$ cat src/rtl/key_loader_pkg.sv
// Shared types and default constants for the serial key loader.
// Default forbidden patterns describe key settings that close a loop in the locked netlist.
package key_loader_pkg;

  typedef enum logic [1:0] {
    StIdle,
    StShift,
    StCheck,
    StLock
  } state_e;

  localparam int unsigned KeyWDefault = 4;
  localparam int unsigned FailW       = 4;

  localparam logic [3:0] SafeKeyDefault   = 4'b0000;
  localparam logic [3:0] LoopMask0Default = 4'b1000;
  localparam logic [3:0] LoopVal0Default  = 4'b1000;
  localparam logic [3:0] LoopMask1Default = 4'b1001;
  localparam logic [3:0] LoopVal1Default  = 4'b0001;

  // Counter must reach KEY_W+1 (every accepted bit increments it, parity included).
  function automatic int unsigned cnt_width(input int unsigned key_w);
    return $clog2(key_w + 2);
  endfunction

  localparam int unsigned CntWDefault = cnt_width(KeyWDefault);

endpackage

$ cat src/rtl/key_check.sv
// Combinational key screen: even-parity check plus forbidden loop-pattern match.
module key_check
  import key_loader_pkg::*;
#(
  parameter int unsigned          KEY_W      = KeyWDefault,
  parameter logic [KEY_W-1:0]     LOOP_MASK0 = LoopMask0Default,
  parameter logic [KEY_W-1:0]     LOOP_VAL0  = LoopVal0Default,
  parameter logic [KEY_W-1:0]     LOOP_MASK1 = LoopMask1Default,
  parameter logic [KEY_W-1:0]     LOOP_VAL1  = LoopVal1Default
) (
  input  logic [KEY_W-1:0] key,
  input  logic             parity,
  output logic             parity_ok,
  output logic             loop
);

  always_comb begin
    parity_ok = ((^key) == parity);
    loop      = ((key & LOOP_MASK0) == LOOP_VAL0) || ((key & LOOP_MASK1) == LOOP_VAL1);
  end

endmodule

$ cat src/rtl/key_loader.sv
// Serial key provisioning: shifts in a parity-protected key frame, screens it,
// and commits only loop-free keys to the locked netlist; locks out after repeated rejects.
module key_loader
  import key_loader_pkg::*;
#(
  parameter int unsigned      KEY_W      = KeyWDefault,
  parameter logic [KEY_W-1:0] SAFE_KEY   = SafeKeyDefault,
  parameter logic [KEY_W-1:0] LOOP_MASK0 = LoopMask0Default,
  parameter logic [KEY_W-1:0] LOOP_VAL0  = LoopVal0Default,
  parameter logic [KEY_W-1:0] LOOP_MASK1 = LoopMask1Default,
  parameter logic [KEY_W-1:0] LOOP_VAL1  = LoopVal1Default,
  parameter int unsigned      MAX_FAIL   = 3
) (
  input  logic             CK,
  input  logic             RST,
  input  logic             start,
  input  logic             sdi,
  input  logic             sdi_valid,
  output logic             sdi_ready,
  output logic [KEY_W-1:0] keyinput,
  output logic             key_vld,
  output logic             err_parity,
  output logic             err_loop,
  output logic             lockout,
  output logic             busy
);

  localparam int unsigned CntW = cnt_width(KEY_W);

  state_e           state_q, state_d;
  logic [KEY_W:0]   shreg_q, shreg_d;
  logic [CntW-1:0]  cnt_q, cnt_d;
  logic [FailW-1:0] fail_q, fail_d, fail_inc;
  logic [KEY_W-1:0] key_q, key_d;
  logic             key_vld_q, key_vld_d;
  logic             err_par_q, err_par_d;
  logic             err_loop_q, err_loop_d;
  logic             parity_ok, loop;

  // Parity bit lands in the MSB after KEY_W+1 LSB-first shifts.
  key_check #(
    .KEY_W      (KEY_W),
    .LOOP_MASK0 (LOOP_MASK0),
    .LOOP_VAL0  (LOOP_VAL0),
    .LOOP_MASK1 (LOOP_MASK1),
    .LOOP_VAL1  (LOOP_VAL1)
  ) u_key_check (
    .key       (shreg_q[KEY_W-1:0]),
    .parity    (shreg_q[KEY_W]),
    .parity_ok (parity_ok),
    .loop      (loop)
  );

  always_comb begin
    fail_inc = (fail_q == '1) ? fail_q : fail_q + 1'b1;
  end

  always_comb begin
    state_d    = state_q;
    shreg_d    = shreg_q;
    cnt_d      = cnt_q;
    fail_d     = fail_q;
    key_d      = key_q;
    key_vld_d  = key_vld_q;
    err_par_d  = 1'b0;
    err_loop_d = 1'b0;

    unique case (state_q)
      StIdle: begin
        if (start) begin
          state_d = StShift;
          shreg_d = '0;
          cnt_d   = '0;
        end
      end
      StShift: begin
        if (sdi_valid) begin
          shreg_d = {sdi, shreg_q[KEY_W:1]};
          cnt_d   = cnt_q + 1'b1;
          if (cnt_q == CntW'(KEY_W)) begin
            state_d = StCheck;
          end
        end
      end
      StCheck: begin
        if (!parity_ok || loop) begin
          err_par_d  = !parity_ok;
          err_loop_d = parity_ok;
          fail_d     = fail_inc;
          if (fail_inc >= FailW'(MAX_FAIL)) begin
            state_d   = StLock;
            key_d     = SAFE_KEY;
            key_vld_d = 1'b0;
          end else begin
            state_d = StIdle;
          end
        end else begin
          state_d   = StIdle;
          key_d     = shreg_q[KEY_W-1:0];
          key_vld_d = 1'b1;
          fail_d    = '0;
        end
      end
      StLock: begin
        key_d     = SAFE_KEY;
        key_vld_d = 1'b0;
      end
      default: state_d = StIdle;
    endcase
  end

  always_ff @(posedge CK) begin
    if (RST) begin
      state_q    <= StIdle;
      shreg_q    <= '0;
      cnt_q      <= '0;
      fail_q     <= '0;
      key_q      <= SAFE_KEY;
      key_vld_q  <= 1'b0;
      err_par_q  <= 1'b0;
      err_loop_q <= 1'b0;
    end else begin
      state_q    <= state_d;
      shreg_q    <= shreg_d;
      cnt_q      <= cnt_d;
      fail_q     <= fail_d;
      key_q      <= key_d;
      key_vld_q  <= key_vld_d;
      err_par_q  <= err_par_d;
      err_loop_q <= err_loop_d;
    end
  end

  always_comb begin
    sdi_ready  = (state_q == StShift);
    busy       = (state_q == StShift) || (state_q == StCheck);
    lockout    = (state_q == StLock);
    keyinput   = key_q;
    key_vld    = key_vld_q;
    err_parity = err_par_q;
    err_loop   = err_loop_q;
  end

endmodule

$ cat config.mk
export PLATFORM = sky130hd
export DESIGN_NAME = key_loader
export DESIGN_NICKNAME = d
export VERILOG_FILES = /design/src/rtl/key_loader_pkg.sv /design/src/rtl/key_check.sv /design/src/rtl/key_loader.sv
export SDC_FILE = /design/constraint.sdc
export NUM_CORES = 1
export LEC_CHECK = 0
export ABC_AREA = 0
export CAP_MARGIN = 20
export CORE_ASPECT_RATIO = 0.9
export CORE_UTILIZATION = 40
export CTS_BUF_LIST = sky130_fd_sc_hd__clkbuf_4 sky130_fd_sc_hd__clkbuf_8
export DETAILED_ROUTE_END_ITERATION = 10
export PLACE_DENSITY_LB_ADDON = 0.05
export SLEW_MARGIN = 20
export SYNTH_ARGS = -nofsm -noshare
export SYNTH_HDL_FRONTEND = slang
export SYNTH_SLANG_ARGS = --single-unit
$ cat constraint.sdc
create_clock -name CK -period 5.2 [get_ports CK]
set_clock_uncertainty 0.15 [all_clocks]
set_input_delay 0.78 -clock CK [delete_from_list [all_inputs] [get_ports CK]]
set_output_delay 0.78 -clock CK [all_outputs]
set_load 0.05 [all_outputs]
## Word level (Yosys, flattened, before mapping)

Cells that the tools add are included.

- Register bits: 21
- Input port bits: 5
- Output and inout port bits: 10
- Word-level logic and storage cells: 57

- $add $sub $neg: 2
- Magnitude comparators: 1
- Eq/ne operators: 11
- Muxes and demuxes: 20
- Bitwise operators: 2
- Reduce and logical (&&, ||, !) cells: 13

Operator list:

| cell | count |
|---|---|
| $mux W4 | 4 |
| $mux W2 | 5 |
| $mux W5 | 2 |
| $pmux W5 S2 | 1 |
| $pmux W4 S2 | 1 |
| $mux W3 | 2 |
| $pmux W2 S3 | 1 |
| $pmux W3 S2 | 1 |
| $add A4 B1 Y4 const B | 1 |
| $eq A2 B1 Y1 const B | 2 |
| $eq A2 B2 Y1 const B | 2 |
| $eq A4 B4 Y1 const B | 1 |
| $ge A4 B2 Y1 const B | 1 |
| $ne A2 B2 Y1 const B | 2 |
| $reduce_and A4 Y1 | 1 |
| $reduce_bool A2 Y1 | 2 |
| $reduce_xor A4 Y1 | 1 |
| $add A3 B1 Y3 const B | 1 |
| $eq A3 B3 Y1 const B | 1 |
| $logic_or A1 B1 Y1 | 3 |
| $ne A3 B3 Y1 const B | 1 |
| $reduce_and A3 Y1 | 1 |
| $reduce_bool A3 Y1 | 1 |
| $reduce_or A3 Y1 | 1 |
| 8 further kinds | 10 |

## Depth between registers and ports, before layout

- Depth after elaboration: 6
- Depth in mapped cells: 7
- Depth with buffers taken out: 6

## Cells and area by module

Synthesis repeated with hierarchy kept, for this count alone.

- Cell total of the unflattened synthesis: 117
- Area, all modules: 1088.5 um^2

Modules (own cells, without submodules):

| module | times used | cells an instance | area an instance (um^2) | sequential area each (um^2) |
|---|---|---|---|---|
| key_loader | 1 | 113 | 1042.2 | 420.4 |
| key_check | 1 | 4 | 46.3 | 0.0 |

## Worst setup path before layout

Ideal clock, no wire load.

- Path kind: register to register
- Start point: register state_q[1]
- End point: register state_q[1]
- Arrival time: 2046 ps
- Required time: 4954 ps
- Slack: 2908 ps
- Cell stages (with the launch flop): 7
- Path buffers: 0
- Clock period less this slack: 2292 ps
- Cells stage by stage: dfxtp_1 -> inv_1 -> ha_1 -> nor2b_2 -> a2111oi_4 -> or4b_1 -> o311ai_1

- Cells in the longest elaborated chain, start to end: 3

RTL lines:

| item | RTL line | text |
|---|---|---|
| from (decl) | key_loader.sv:30 | `state_e state_q, state_d;` |
| from (signal assigned) | key_loader.sv:114 | `state_q <= StIdle;` |
| from (signal assigned) | key_loader.sv:123 | `state_q <= state_d;` |
| $eq A2 B1 Y1 * | n/a |  |
| net sdi_ready | key_loader.sv:19 | `output logic sdi_ready,` |
| $ne A2 B1 Y1 (no source line) (tied with other cells) | n/a |  |
| $reduce_and A4 Y1 (no source line) | n/a |  |

Mark *: on every way through the listed nets, which the timed path passes. The rest lies on a longest branch.
A chain may end at the register's enable or synchronous reset.

## Final worst setup path

- Start point: register state_q[1]
- End point: output sdi_ready

- Cells in the longest elaborated chain, start to end: 1

RTL lines:

| item | RTL line | text |
|---|---|---|
| $eq A2 B1 Y1 | key_loader.sv:135 | `sdi_ready = (state_q == StShift);` |
| to (decl) | key_loader.sv:19 |  |

Every way passes these cells.

==> out/metrics.cfg <==
[logic_synthesis]
seq_area_frac_synth_pct = 37.4
synth_ff_type = dfxtp_1
synth_cells = 121
synth_fp_nets = 133
synth_largest_area_cell = dfxtp_1
ys_warn_count = 0
synth_top_area_share_pct = 37.4
syn_avg_cell_area_um2 = 9.30
synth_seq_cells = 21
synth_edf_count = 0
synth.cell_area_mm2 = 0.00112
synthTopCellsByArea = dfxtp_1 37%, ha_1 7.8%, a2111oi_4 4.9%
synthDistinctLibCells = 39
synthArstFlopShare_pct = 0

[timing]
setup_tns_ns = 0
holdWs_ns = 0.321
tightest_slew_ns = 0.823
rsz0062_at_grt = false
max_freq_ghz = 0.344
slew_violations = 0
slew-limit-headroom_pct = 45.0
worst_slack_ns = 2.29
fin_crit_sh_pct = 56.0
timing.final.hold_violations = 0
setup_violations = 0
period_needed_ns = 2.91

[global_routing]
grtUsageTotal_pct = 16.4
grt_pass1_vias = 813
grt_overflow = 0
grt_max_degree = 25
grt_pass1_wl_um = 3710
antenna_found_initial = 0

[die]
rows = 17
dieArea_mm2 = 0.00303
die_x_um = 57.9
die_h_um = 52.3
core_area_mm2 = 0.00255
num_io_pins = 15
initial_core_util_pct = 44.1

[clocking]
clk_pin_slew_ns = 0.11
ctsHtreeMaxLevel = 1
cts_tree = done
cts.sinks = 21
cts.hold.buffers_added = 0
cts_resized = 0
clock_path_buffers = 2
root_buffer = clkbuf_4
post_cts_buffers = 0
clk_latency_ns = 0.31
cts_inserted_buffers = 3

[drt]
via_per_inst = 5.74
drtIter0Drc = 39
drtPass1Iterations = 7
drc = 1
dr_total_vias = 930
wl_per_cell_um = 13.5
wl_um = 2190
ant_nets = 0

[worst_setup_path]
cp-endpoint = sdi_ready
rr_worst_depth = 6
cp.arrival_ns = 1.98
rr_endpoint = state_q[1]
critical_path_class = register to output port
rrSetupSlack_ns = 2.92
max_stage_delay_ns = 0.87
crit_path_start = state_q[1]
r2r-start = state_q[1]
cp-end-kind = output port
path_max_fanout = 8
cp-start-kind = register
worstPathRequired_ns = 4.27
path_cells = inv_1 > ha_1 > clkdlybuf4s50_1
slowest_stage = clkdlybuf4s50_1

[pwr]
p_comb_share_pct = 40.3
leakagePower_nw = 0.459
swShare_pct = 39.2
p_int_mw = 0.264
finalPower_mw = 0.435
peakVddDrop_v = 0.000148
p_sw_mw = 0.170
power.density_mw_per_mm2 = 331
pwr-share-clk_pct = 18.6
p_seq_share_pct = 41.1

[cells_and_area]
diodes = 0
drive_above_1_share_pct = 7.46
num-nets-final = 147
nFillCells = 233
area_growth_pct = 16.6
post-route-util_pct = 51.4

[outcome]
status = finished with violations
violations = design-rule violations

[placed_design]
io_buffers = 14
place_congestion = 0.708
dp_hpwl_um = 1560
dp_slack_ns = 2.28

[min_path]
hold_class = register to register

[job]
maxCapViolCount = 0

## worst min-delay path by stage
stage | slack [ns] | endpoint | from | cells after the start
finish | 0.32 | keyinput[2] | keyinput[2] | 2
global route | 0.36 | keyinput[2] | keyinput[2] | 2
floorplan | 0.31 | cnt_q[2] | cnt_q[2] | 2
global placement | 0.32 | keyinput[0] | keyinput[0] | 1
CTS | 0.33 | keyinput[2] | keyinput[2] | 2
detailed placement | 0.31 | keyinput[2] | keyinput[2] | 2
## power groups by stage
stage	logic (mW)	clock network (mW)	registers [mW]
final	0.175	0.0808	0.179
after global routing	0.193	0.0943	0.180
after CTS	0.173	0.0855	0.178
after global placement	0.171	0	0.182
after detailed placement	0.172	0	0.182
after floorplan	0.133	0	0.182
## logic make-up after synthesis
| kind of cell | synth area share, % |
|---|---|
| AO/OA/AOI/OAI | 21.5 |
| XOR/XNOR | 3.78 |
| adder cells (fa/ha/maj) | 7.79 |
| buffers and inverters | 3.67 |
| flip-flops | 37.4 |
| multiplexers | 1.78 |
| AND/OR/NAND/NOR | 24.1 |
## through the flow
stage,std cells,instance area (um^2)
after floorplan,121,1120
after global routing,162,1310
after detailed placement,158,1280
final,162,1310
after global placement,158,1280
after CTS,162,1310
## Yosys cell counts, drive strengths merged, types with 3 or more instances
library cell,instances
nor2b,7
nand3,3
nand2b,3
nor2,14
nor3b,4
nand4,3
dfxtp,21
nand2,5
inv,6
clkbuf,5
a21oi,5
ha,7
a31oi,3
a22oi,7
o21ai,3
## layer usage
| layer | share of wire (%) | GRT usage (%) |
|---|---|---|
| met1 | 52 | 21.4 |
| met2 | 45 | 25.9 |
| met3 | 3.1 | 5.43 |
| met4 | 0.64 | 4.76 |
| met5 | 0 | 0 |
## state kept, by name (all words and copies together) (netlist names)
register and count:
cnt_q 3, err_loop 1, err_parity 1, fail_q 4
key_vld 1, keyinput 4, shreg_q 5, state_q 2
## area by class of cell
class | count | area, um^2 | area share [%]
Clock buffer | 3 | 22.5 | 1.72
Clock inverter | 1 | 7.51 | 0.573
Inverter | 6 | 22.5 | 1.72
Multi-Input combinational cell | 89 | 663 | 50.6
Sequential cell | 21 | 420 | 32.1
Tap cell | 28 | 35.0 | 2.67
Timing Repair Buffer | 14 | 140 | 10.7
## critical path: cells and delay by family (launching register included)
kind,cells,cell delay [ns]
buffers and inverters,2,0.98
adders and majority gates,1,0.36
DFF,1,0.35
## placed cells by master (no fill, tap or decap), drive strengths merged, types with 4 or more instances in the layout
master         count
inv                6
nand2              5
nor3b              4
clkdlybuf4s50     14
ha                 7
nor2              14
dfxtp             21
a22oi              7
nor2b              7
a21oi              5
No activity file was read; power rests on OpenSTA's default activity.
